`config.mk`:
```
export PLATFORM = sky130hd
export DESIGN_NAME = led_sequence_gen
export DESIGN_NICKNAME = d
export VERILOG_FILES = /design/src/rtl/seqgen_pkg.sv /design/src/rtl/seqgen_step_timer.sv /design/src/rtl/led_sequence_gen.sv
export SDC_FILE = /design/constraint.sdc
export NUM_CORES = 1
export LEC_CHECK = 0
export CAP_MARGIN = 20
export CORE_MARGIN = 5
export CORE_UTILIZATION = 42
export CTS_BUF_LIST = sky130_fd_sc_hd__clkbuf_4 sky130_fd_sc_hd__clkbuf_8
export DETAILED_ROUTE_END_ITERATION = 12
export PLACE_DENSITY = 0.9
export SLEW_MARGIN = 15
export SYNTH_ARGS = -nofsm -noshare
export SYNTH_HDL_FRONTEND = slang
export SYNTH_SLANG_ARGS = --single-unit
```
`constraint.sdc`:
```
create_clock -name clk -period 3 [get_ports clk]
set_clock_uncertainty 0.2 [all_clocks]
set_input_delay 0.3 -clock clk [delete_from_list [all_inputs] [get_ports clk]]
set_output_delay 0.3 -clock clk [all_outputs]
set_load 0.02 [all_outputs]
```
`src/rtl/seqgen_pkg.sv`:
```
// seqgen_pkg
// Shared definitions for the LED sequence generator and the game engine that
// consumes its output: FSM state encoding, GRB field layout and the default
// colour constants (the engine also reuses OFF_GRB as its own "off" value).
// No ports; imported with "import seqgen_pkg::*".
package seqgen_pkg;

  // Animation state of the pattern source.
  typedef enum logic [1:0] {
    SWEEP_UP   = 2'b00,
    SWEEP_DOWN = 2'b01,
    WIN        = 2'b10
  } seqgen_state_e;

  // One LED occupies 24 bits, laid out G[23:16] R[15:8] B[7:0].
  localparam int LED_W     = 24;
  localparam int GRB_G_LSB = 16;
  localparam int GRB_R_LSB = 8;
  localparam int GRB_B_LSB = 0;

  // Assemble a GRB word from its three 8-bit channels.
  function automatic logic [LED_W-1:0] grb_pack(input logic [7:0] g,
                                                input logic [7:0] r,
                                                input logic [7:0] b);
    logic [LED_W-1:0] w;
    w = 24'h00_00_00;
    w[GRB_G_LSB +: 8] = g;
    w[GRB_R_LSB +: 8] = r;
    w[GRB_B_LSB +: 8] = b;
    return w;
  endfunction

  localparam logic [LED_W-1:0] OFF_GRB        = 24'h00_00_00;
  localparam logic [LED_W-1:0] MOVE_GRB_DEF   = grb_pack(8'h00, 8'h40, 8'h00);
  localparam logic [LED_W-1:0] TARGET_GRB_DEF = grb_pack(8'h08, 8'h00, 8'h00);
  localparam logic [LED_W-1:0] HIT_GRB_DEF    = grb_pack(8'h40, 8'h40, 8'h40);
  localparam logic [LED_W-1:0] WIN_GRB_DEF    = grb_pack(8'h40, 8'h00, 8'h00);

endpackage

```
`src/rtl/seqgen_step_timer.sv`:
```
// seqgen_step_timer
// Free-running step timer. Counts enabled clocks and raises step on the clock
// whose edge will wrap the count, i.e. when tmr >= period-1. Comparing with >=
// (not ==) means a period that shrinks mid-count steps immediately instead of
// waiting for the counter to wrap around.
// Ports:
//   clk    - clock
//   reset  - synchronous, active-high; clears the count
//   en     - count enable; count holds while low
//   period - clocks per step, must be >= 1
//   clr    - synchronous clear, suppresses step
//   step   - high in the cycle whose clock edge completes a period
module seqgen_step_timer #(
  parameter int CNT_W = 26
) (
  input  logic             clk,
  input  logic             reset,
  input  logic             en,
  input  logic [CNT_W-1:0] period,
  input  logic             clr,
  output logic             step
);

  logic [CNT_W-1:0] tmr_r;
  logic             step_s;

  // Step request: enabled, not being cleared, and the period is used up.
  always_comb begin
    step_s = 1'b0;
    if (en && !clr) begin
      step_s = (tmr_r >= (period - CNT_W'(1)));
    end else begin
      step_s = 1'b0;
    end
  end

  // Count register: clear on reset/clr/step, otherwise advance when enabled.
  always_ff @(posedge clk) begin
    if (reset) begin
      tmr_r <= '0;
    end else if (clr || step_s) begin
      tmr_r <= '0;
    end else if (en) begin
      tmr_r <= tmr_r + CNT_W'(1);
    end else begin
      tmr_r <= tmr_r;
    end
  end

  assign step = step_s;

endmodule

```
`src/rtl/led_sequence_gen.sv`:
```
// led_sequence_gen
// Pattern source for the game engine: one lit pixel bounces across a GRB LED
// strip at a speed set by the engine level; once the win level is reached all
// LEDs blink green instead.
// Build option: define SEQGEN_WRAP_EN to make the pixel wrap from the last LED
// back to LED0 instead of bouncing (SWEEP_DOWN is then never entered).
// Ports:
//   clk     - clock
//   reset   - synchronous, active-high
//   run     - advance enable (engine Run)
//   lvl     - current level (engine Lvl)
//   grb_out - LED i at [24i+23:24i], LED0 in the LSBs, G/R/B per byte
//   flag    - moving pixel sits on TARGET_POS
//   cycle   - one-clock pulse in the first cycle a new pattern is visible
module led_sequence_gen
  import seqgen_pkg::*;
#(
  parameter int               NUM_LEDS    = 5,
  parameter int               TARGET_POS  = 2,
  parameter int               BASE_PERIOD = 2**24,
  parameter int               CNT_W       = 26,
  parameter int               WIN_LVL     = 5,
  parameter logic [LED_W-1:0] MOVE_GRB    = MOVE_GRB_DEF,
  parameter logic [LED_W-1:0] TARGET_GRB  = TARGET_GRB_DEF,
  parameter logic [LED_W-1:0] HIT_GRB     = HIT_GRB_DEF,
  parameter logic [LED_W-1:0] WIN_GRB     = WIN_GRB_DEF
) (
  input  logic                      clk,
  input  logic                      reset,
  input  logic                      run,
  input  logic [2:0]                lvl,
  output logic [LED_W*NUM_LEDS-1:0] grb_out,
  output logic                      flag,
  output logic                      cycle
);

  localparam logic [1:0] ST_UP   = SWEEP_UP;
  localparam logic [1:0] ST_DOWN = SWEEP_DOWN;
  localparam logic [1:0] ST_WIN  = WIN;

  localparam logic [2:0]       LAST_POS  = 3'(NUM_LEDS - 1);
  localparam logic [2:0]       TGT_POS   = 3'(TARGET_POS);
  localparam logic [2:0]       WIN_LVL_C = 3'(WIN_LVL);
  localparam logic [CNT_W-1:0] BASE_C    = CNT_W'(BASE_PERIOD);
  // Win blink runs at a fixed quarter of the base period, never below 1.
  localparam logic [CNT_W-1:0] WIN_PER_C =
    CNT_W'(((BASE_PERIOD >> 2) > 0) ? (BASE_PERIOD >> 2) : 1);

  logic [1:0]                st_r;
  logic [2:0]                pos_r;
  logic                      blink_r;
  logic                      cycle_r;

  logic                      win_req_s;
  logic [CNT_W-1:0]          shifted_s;
  logic [CNT_W-1:0]          period_s;
  logic                      timer_en_s;
  logic                      timer_clr_s;
  logic                      step_s;
  logic [LED_W*NUM_LEDS-1:0] grb_s;
  logic                      flag_s;

  assign win_req_s = (lvl >= WIN_LVL_C);

  // Step period for the current state and level, clamped to at least 1.
  always_comb begin
    shifted_s = BASE_C >> lvl;
    period_s  = CNT_W'(1);
    if (st_r == ST_WIN) begin
      period_s = WIN_PER_C;
    end else if (shifted_s == '0) begin
      period_s = CNT_W'(1);
    end else begin
      period_s = shifted_s;
    end
  end

  // Timer control: WIN ignores run; entering or leaving WIN restarts the period.
  always_comb begin
    timer_en_s  = 1'b0;
    timer_clr_s = 1'b0;
    if (st_r == ST_WIN) begin
      timer_en_s  = 1'b1;
      timer_clr_s = !win_req_s;
    end else begin
      timer_en_s  = run;
      timer_clr_s = win_req_s;
    end
  end

  seqgen_step_timer #(
    .CNT_W (CNT_W)
  ) u_step_timer (
    .clk    (clk),
    .reset  (reset),
    .en     (timer_en_s),
    .period (period_s),
    .clr    (timer_clr_s),
    .step   (step_s)
  );

  // Animation FSM: win entry/exit outrank steps; cycle marks a new pattern.
  always_ff @(posedge clk) begin
    if (reset) begin
      st_r    <= ST_UP;
      pos_r   <= 3'd0;
      blink_r <= 1'b0;
      cycle_r <= 1'b0;
    end else if ((st_r != ST_WIN) && win_req_s) begin
      st_r    <= ST_WIN;
      blink_r <= 1'b1;
      cycle_r <= 1'b1;
    end else if ((st_r == ST_WIN) && !win_req_s) begin
      st_r    <= ST_UP;
      pos_r   <= 3'd0;
      blink_r <= 1'b0;
      cycle_r <= 1'b0;
    end else if (step_s) begin
      cycle_r <= 1'b1;
      case (st_r)
        ST_UP: begin
          if (pos_r == LAST_POS) begin
`ifdef SEQGEN_WRAP_EN
            pos_r <= 3'd0;
`else
            pos_r <= LAST_POS - 3'd1;
            st_r  <= ST_DOWN;
`endif
          end else begin
            pos_r <= pos_r + 3'd1;
          end
        end
        ST_DOWN: begin
          if (pos_r == 3'd0) begin
            pos_r <= 3'd1;
            st_r  <= ST_UP;
          end else begin
            pos_r <= pos_r - 3'd1;
          end
        end
        ST_WIN: begin
          blink_r <= ~blink_r;
        end
        default: begin
          st_r  <= ST_UP;
          pos_r <= 3'd0;
        end
      endcase
    end else begin
      cycle_r <= 1'b0;
    end
  end

  // Pattern decode from registered state only.
  always_comb begin
    grb_s  = '0;
    flag_s = 1'b0;
    if (st_r == ST_WIN) begin
      flag_s = 1'b0;
      if (blink_r) begin
        for (int i = 0; i < NUM_LEDS; i++) begin
          grb_s[i*LED_W +: LED_W] = WIN_GRB;
        end
      end else begin
        grb_s = '0;
      end
    end else begin
      flag_s = (pos_r == TGT_POS);
      for (int i = 0; i < NUM_LEDS; i++) begin
        if (3'(i) == pos_r) begin
          // The moving pixel turns white when it lands on the target.
          grb_s[i*LED_W +: LED_W] = (pos_r == TGT_POS) ? HIT_GRB : MOVE_GRB;
        end else if (i == TARGET_POS) begin
          grb_s[i*LED_W +: LED_W] = TARGET_GRB;
        end else begin
          grb_s[i*LED_W +: LED_W] = OFF_GRB;
        end
      end
    end
  end

  assign grb_out = grb_s;
  assign flag    = flag_s;
  assign cycle   = cycle_r;

endmodule

```
# == After elaboration in Yosys (flattened, before gate mapping) ==
# Cells that the tools add are included.
# word_totals
ff_bits,33
in_bits,6
output_inout_bits,122
# classes
addsub,4
magnitude_cmp,2
eq_ne,15
shifts,1
mux,32
bitwise_logic,3
n_reduce_logical,18
# op_table
operator,n
two-way mux 23 bit,6
two-way mux 120 bit,1
two-way mux 119 bit,1
two-way mux 26 bit,2
adder 26 x 1 -> 26 bit (second input constant),1
>= comparator 26 bit,1
zero test 26 bit,1
right shift 25 x 3 -> 26 bit (first input constant),1
subtractor 26 x 1 -> 26 bit (second input constant),1
two-way mux 3 bit,4
two-way mux 1 bit,11
two-way mux 2 bit,5
one-hot mux 3 bit (3 select lines),1
!= test 4 bit (second input constant),2
AND reduction 4 bit,2
equality test 2 x 3 -> 1 bit (first input constant),2
!= test 2 bit (second input constant),3
one-hot mux 2 bit (3 select lines),1
nonzero test 3 bit,2
adder 3 x 1 -> 3 bit (second input constant),1
equality test 1 x 3 -> 1 bit (first input constant),1
equality test 3 x 2 -> 1 bit (second input constant),1
equality test 3 bit (first input constant),1
equality test 3 bit (second input constant),1
17 further kinds,22

# == Longest topological paths before layout ==
# Gate-level depths: netlist of run 1.
# logic_depth
word_depth,10
mapped_depth,15
depth_no_buf,12

# == Cells and area by module ==
# A second synthesis of run 1 with hierarchy kept.
# unflattened
hier_cells,479
area_unflattened_um2,3861.2
# modules_own_cells
mod,n_inst,cells_per_inst,area_each_um2,seq_area_each_um2
seqgen_step_timer,1,277,2337.2,520.5
led_sequence_gen,1,202,1524.0,140.1

# == Worst setup path before layout of run 1 ==
# No wires, ideal clock.
# synth_path
path_type,register to register
startpoint,register st_r[0]
endpoint,register u_step_timer.tmr_r[17]
setup_ns,0.133
t_arrival_ns,2.919
path_slack_ns,-0.252
path_stages_with_launch,14
period_less_slack_ns,3.252
path_cell_list,dfxtp_1 -> buf_6 -> nand2b_4 -> buf_6 -> inv_8 -> or3_1 -> or2_2 -> ha_1 -> nand4_1 -> nor4_2 -> nand4_1 -> a21oi_4 -> buf_2 -> nor3_1
# synth_via
elab_chain_len,7
# synth_rtl
item,line,rtl
"start, declared",led_sequence_gen.sv:49,logic [1:0] st_r;
"start signal, assigned",led_sequence_gen.sv:105,st_r <= ST_UP;
"start signal, assigned",led_sequence_gen.sv:110,st_r <= ST_WIN;
"start signal, assigned",led_sequence_gen.sv:114,st_r <= ST_UP;
equality test 2 bit (*),"led_sequence_gen.sv:69, led_sequence_gen.sv:82",
two-way mux 26 bit or two-way mux 1 bit (tied branches),"led_sequence_gen.sv:69, led_sequence_gen.sv:82",
subtractor 26 x 1 -> 26 bit or zero test 1 bit (tied branches),"seqgen_step_timer.sv:31, seqgen_step_timer.sv:30",
>= comparator 26 bit or logical AND 1 bit (tied branches),"seqgen_step_timer.sv:31, seqgen_step_timer.sv:30",
two-way mux 1 bit,seqgen_step_timer.sv:30,if (en && !clr) begin
logical OR 1 bit,seqgen_step_timer.sv:41,end else if (clr || step_s) begin
OR reduction 2 bit (no line),-,
"end signal, assigned",seqgen_step_timer.sv:44,tmr_r <= tmr_r + CNT_W'(1);
"end signal, assigned",seqgen_step_timer.sv:46,tmr_r <= tmr_r;
"end, declared",seqgen_step_timer.sv:24,logic [CNT_W-1:0] tmr_r;
# Mark *: on every way between the ends. The rest lies on a longest branch, timed or not.
# A chain may end at the register's enable or synchronous reset.

# == Worst setup path in the final report of run 1 ==
# layout_path
startpoint,register st_r[0]
endpoint,register pos_r[2]
# layout_via
elab_chain_len,7
# layout_rtl
item,line,rtl
equality test 2 bit,-,
two-way mux 26 bit or two-way mux 1 bit (tied branches),"led_sequence_gen.sv:69, led_sequence_gen.sv:82",
subtractor 26 x 1 -> 26 bit or zero test 1 bit (tied branches),"seqgen_step_timer.sv:31, seqgen_step_timer.sv:30",
>= comparator 26 bit or logical AND 1 bit (tied branches),"seqgen_step_timer.sv:31, seqgen_step_timer.sv:30",
two-way mux 1 bit,seqgen_step_timer.sv:30,
nonzero test 2 bit (no line),-,
AND reduction 3 bit (no line),-,
"end signal, assigned",led_sequence_gen.sv:126,pos_r <= LAST_POS - 3'd1;
"end signal, assigned",led_sequence_gen.sv:130,pos_r <= pos_r + 3'd1;
"end signal, assigned",led_sequence_gen.sv:138,pos_r <= pos_r - 3'd1;
"end, declared",led_sequence_gen.sv:50,logic [2:0] pos_r;
# Parallel ways exist; a longest one is shown, timed or not. The select of a mux whose other input is x is not followed.

==> flow_summary.json, run 1 <==
{
  "p_switching_uw": 372,
  "setup_tns_ns": 0,
  "startpoint_type": "flop",
  "critPathMaxStageDelay_ns": 0.34,
  "fin_util_pct": 46.3,
  "min_path_type": "reg2reg",
  "fin_area_um2": 3760,
  "intPower_uw": 699,
  "instances_no_fill": 582,
  "placedInstanceArea_um2": 3570,
  "layout_commonest_cell": "conb_1",
  "cp_top_family": "simple AND/OR/NAND/NOR gates",
  "max_slew_margin_pct": 39.0,
  "core_region_area_um2": 8130,
  "outcome": "finished clean",
  "dr.pass1.iters": 4,
  "post_drt_wl_per_cell_um": 12.9,
  "clk_latency_ns": 0.29,
  "die_area_um2": 10200,
  "cts_hold_buf": 0,
  "rsz0062_at_grt": "true",
  "ys_ff_latch": 33,
  "gr-total-overflow": 0,
  "wirelength_um": 7500,
  "path_class": "reg2reg",
  "n_antenna_cell": 0,
  "die_w_um": 101,
  "fillers": 739,
  "ff_latch_area_um2": 662,
  "start_util_pct": 42.6,
  "dr_total_vias": 2771,
  "final_cell_mix": "124 x conb_1, 37 x ha_1, 32 x dfxtp_1",
  "path_buf_inv": 2,
  "h-tree-depth": 2,
  "postRouteAntennaNets": 0,
  "ctsLongestPathBuffers": 2,
  "setup_viol": 0,
  "synth-seq-area-share_pct": 19.1,
  "synthCells": 418,
  "critPathMaxFanout": 5,
  "rows": 33,
  "drtIter0Drc": 97,
  "clkTransAtPathRegs_ns": 0.07,
  "worst_pin_slew_ns": 0.905,
  "arrival_ns": 2.95,
  "max_freq_mhz": 341,
  "synth_area_per_cell_um2": 8.29,
  "p_per_area_nw_per_um2": 284,
  "cts_tree": "built",
  "clkSinkCount": 33,
  "finalCritPeriodShare_pct": 97.8,
  "required_ns": 3.02,
  "seqPwrFrac_pct": 41.9,
  "synth_area_um2": 3460,
  "cp-end-kind": "flop",
  "power_frac_comb_pct": 25.1,
  "dpl.hpwl_um": 5900,
  "p_clk_share_pct": 33.0,
  "hold_viol": 0,
  "yosys_warnings": 0,
  "cts_root_buf": "clkbuf_8",
  "io-pin-count": 128,
  "antenna_found_initial": 0,
  "placed_cells": 569,
  "grt_pass1_wl_um": 11500,
  "p_sw_share_pct": 34.7,
  "vias_per_cell": 4.76,
  "gp_congestion": 0.936,
  "drc": 0,
  "drive_gt1_share_pct": 11.9,
  "syn_to_final_growth_pct": 8.71,
  "path_cells": "nand2b_4 > and2_4 > buf_6 > nand3b_1 > xor2_2 > ha_1 > nand4_1 > nor4_2 > nand4_1 > a21oi_4 > buf_6 > mux2i_1",
  "num-nets-final": 521,
  "grt_pass1_vias": 2496,
  "cts_made_buffers": 5,
  "synth_cell_types": 55,
  "p_leak_uw": 0.00175,
  "slowest_stage": "dfxtp_2",
  "drv_slew": 0,
  "cap_violations": 0,
  "min_period_ns": 2.93,
  "r2r_setup_slack_ns": 0.07,
  "multi_input_area_um2": 2410,
  "grtUsageTotal_pct": 13.9,
  "vdd.ir_drop.worst_uv": 131,
  "portBuffers": 23,
  "chipHeight_um": 101,
  "grt_max_degree": 26
}
==> power by group through the flow <==
stage,registers (uW),logic (uW),clock network (uW)
2_1_floorplan,458,306,0
3_3_place_gp,458,245,0
3_5_place_dp,458,252,0
4_1_cts,448,253,362
5_1_grt,449,292,384
6_report,449,269,353
==> per-layer routing <==
layer | vias up | wire (um) | GRT usage (%)
met4 | 0 | 159 | 3.73
met1 | 1311 | 2820 | 16.1
met2 | 121 | 3910 | 25.3
met5 | - | 0 | 0
li1 | 1321 | - | -
met3 | 18 | 607 | 3.18
==> final timing paths <==
kind                               from                    end  cells after the start
setup / recovery                st_r[0]               pos_r[2]                     12
hold / removal    u_step_timer.tmr_r[1]  u_step_timer.tmr_r[1]                      2
setup reg to reg                st_r[0]               pos_r[2]                     12
hold reg to reg   u_step_timer.tmr_r[1]  u_step_timer.tmr_r[1]                      2
==> cells by family after synthesis <==
| group | synth area share [%] |
|---|---|
| xor+xnor | 6.07 |
| simple gates | 21.9 |
| mux | 1.16 |
| compound gates | 11.1 |
| flops | 19.1 |
| other cells | 0.217 |
| fa+ha+maj | 14.1 |
| buf+inv | 26.4 |
==> worst min-delay path, cell delays in order (launching register included) <==
cell and delay, ns:
dfxtp_1 0.34, nand2_1 0.07, a21oi_1 0.06
==> cell usage after synthesis (all sizes together) <==
| master | instances | area [um^2] |
|---|---|---|
| buf | 111 | 840 |
| ha | 39 | 488 |
| dfxtp | 33 | 661 |
| nor3 | 32 | 170 |
| nand2 | 31 | 116 |
| a21oi | 21 | 116 |
| nor2 | 17 | 78.8 |
| inv | 13 | 56.3 |
| xor2 | 13 | 114 |
| xnor2 | 11 | 96.3 |
| o21ai | 10 | 50.0 |
| nand3 | 8 | 40.0 |
| nand4 | 8 | 50.1 |
| and2 | 7 | 43.8 |
| nand2b | 6 | 52.6 |
| clkbuf | 5 | 18.8 |
| and3 | 4 | 25.0 |
| and4 | 4 | 37.5 |
| mux2i | 4 | 40.0 |
| o21a | 4 | 30.0 |
| a21o | 3 | 22.5 |
| nor4 | 3 | 40.0 |
| o2111ai | 3 | 43.8 |
| a211oi | 2 | 15.0 |
| a41o | 2 | 20.0 |
| conb | 2 | 7.51 |
| nand4b | 2 | 17.5 |
| nor2b | 2 | 20.0 |
| o211ai | 2 | 15.0 |
| or2 | 2 | 12.5 |
| or3 | 2 | 12.5 |
| or4 | 2 | 15.0 |
| a2111o | 1 | 11.3 |
| a2111oi | 1 | 15.0 |
| a211o | 1 | 8.76 |
| a221o | 1 | 10.0 |
| a22o | 1 | 8.76 |
| and2b | 1 | 7.51 |
| nand3b | 1 | 7.51 |
| o221a | 1 | 11.3 |
| o31ai | 1 | 7.51 |
| or4b | 1 | 10.0 |
==> per-stage QoR <==
| stage | hold slack (ns) | worst slack, ns | power, uW |
|---|---|---|---|
| finish | 0.313 | 0.0672 | 1070 |
| global route | 0.335 | -0.119 | 1120 |
| CTS | 0.306 | 0.0233 | 1060 |
| detailed placement | 0.296 | -0.221 | 710 |
| global placement | 0.284 | -0.0808 | 703 |
| floorplan | 0.266 | -0.0121 | 765 |
==> sequential cells by signal (all words and copies together) (netlist names) <==
name                cells
pos_r                   3
u_step_timer.tmr_r     26
cycle                   1
st_r                    2
blink_r                 1
==> layout make-up <==
type                    instances  share of cell area (%)
flip-flops and latches         33                    17.6
inverters                      13                    1.50
well taps                     105                    3.49
repair buffers                 45                    11.0
multi-input cells             378                    64.0
clock buffers                   8                    2.43
==> repair_timing <==
| action | 4_1_cts | 5_1_grt |
|---|---|---|
| setup endpoints to repair | 0 | 32 |
| buffers inserted | 0 | 5 |
| resized for setup | 0 | 15 |
(Power assumes the default switching activity.)
==> run 2, diff against run 1 <==
--- a/config.mk
+++ b/config.mk
@@ -5,7 +5,7 @@
 export SDC_FILE = /design/constraint.sdc
 export NUM_CORES = 1
 export LEC_CHECK = 0
-export CAP_MARGIN = 20
+export CAP_MARGIN = 10
 export CORE_MARGIN = 5
 export CORE_UTILIZATION = 42
 export CTS_BUF_LIST = sky130_fd_sc_hd__clkbuf_4 sky130_fd_sc_hd__clkbuf_8
==> results of run 2 <==
Same layout as run 1: the final DEF is identical, and so are final timing and power.
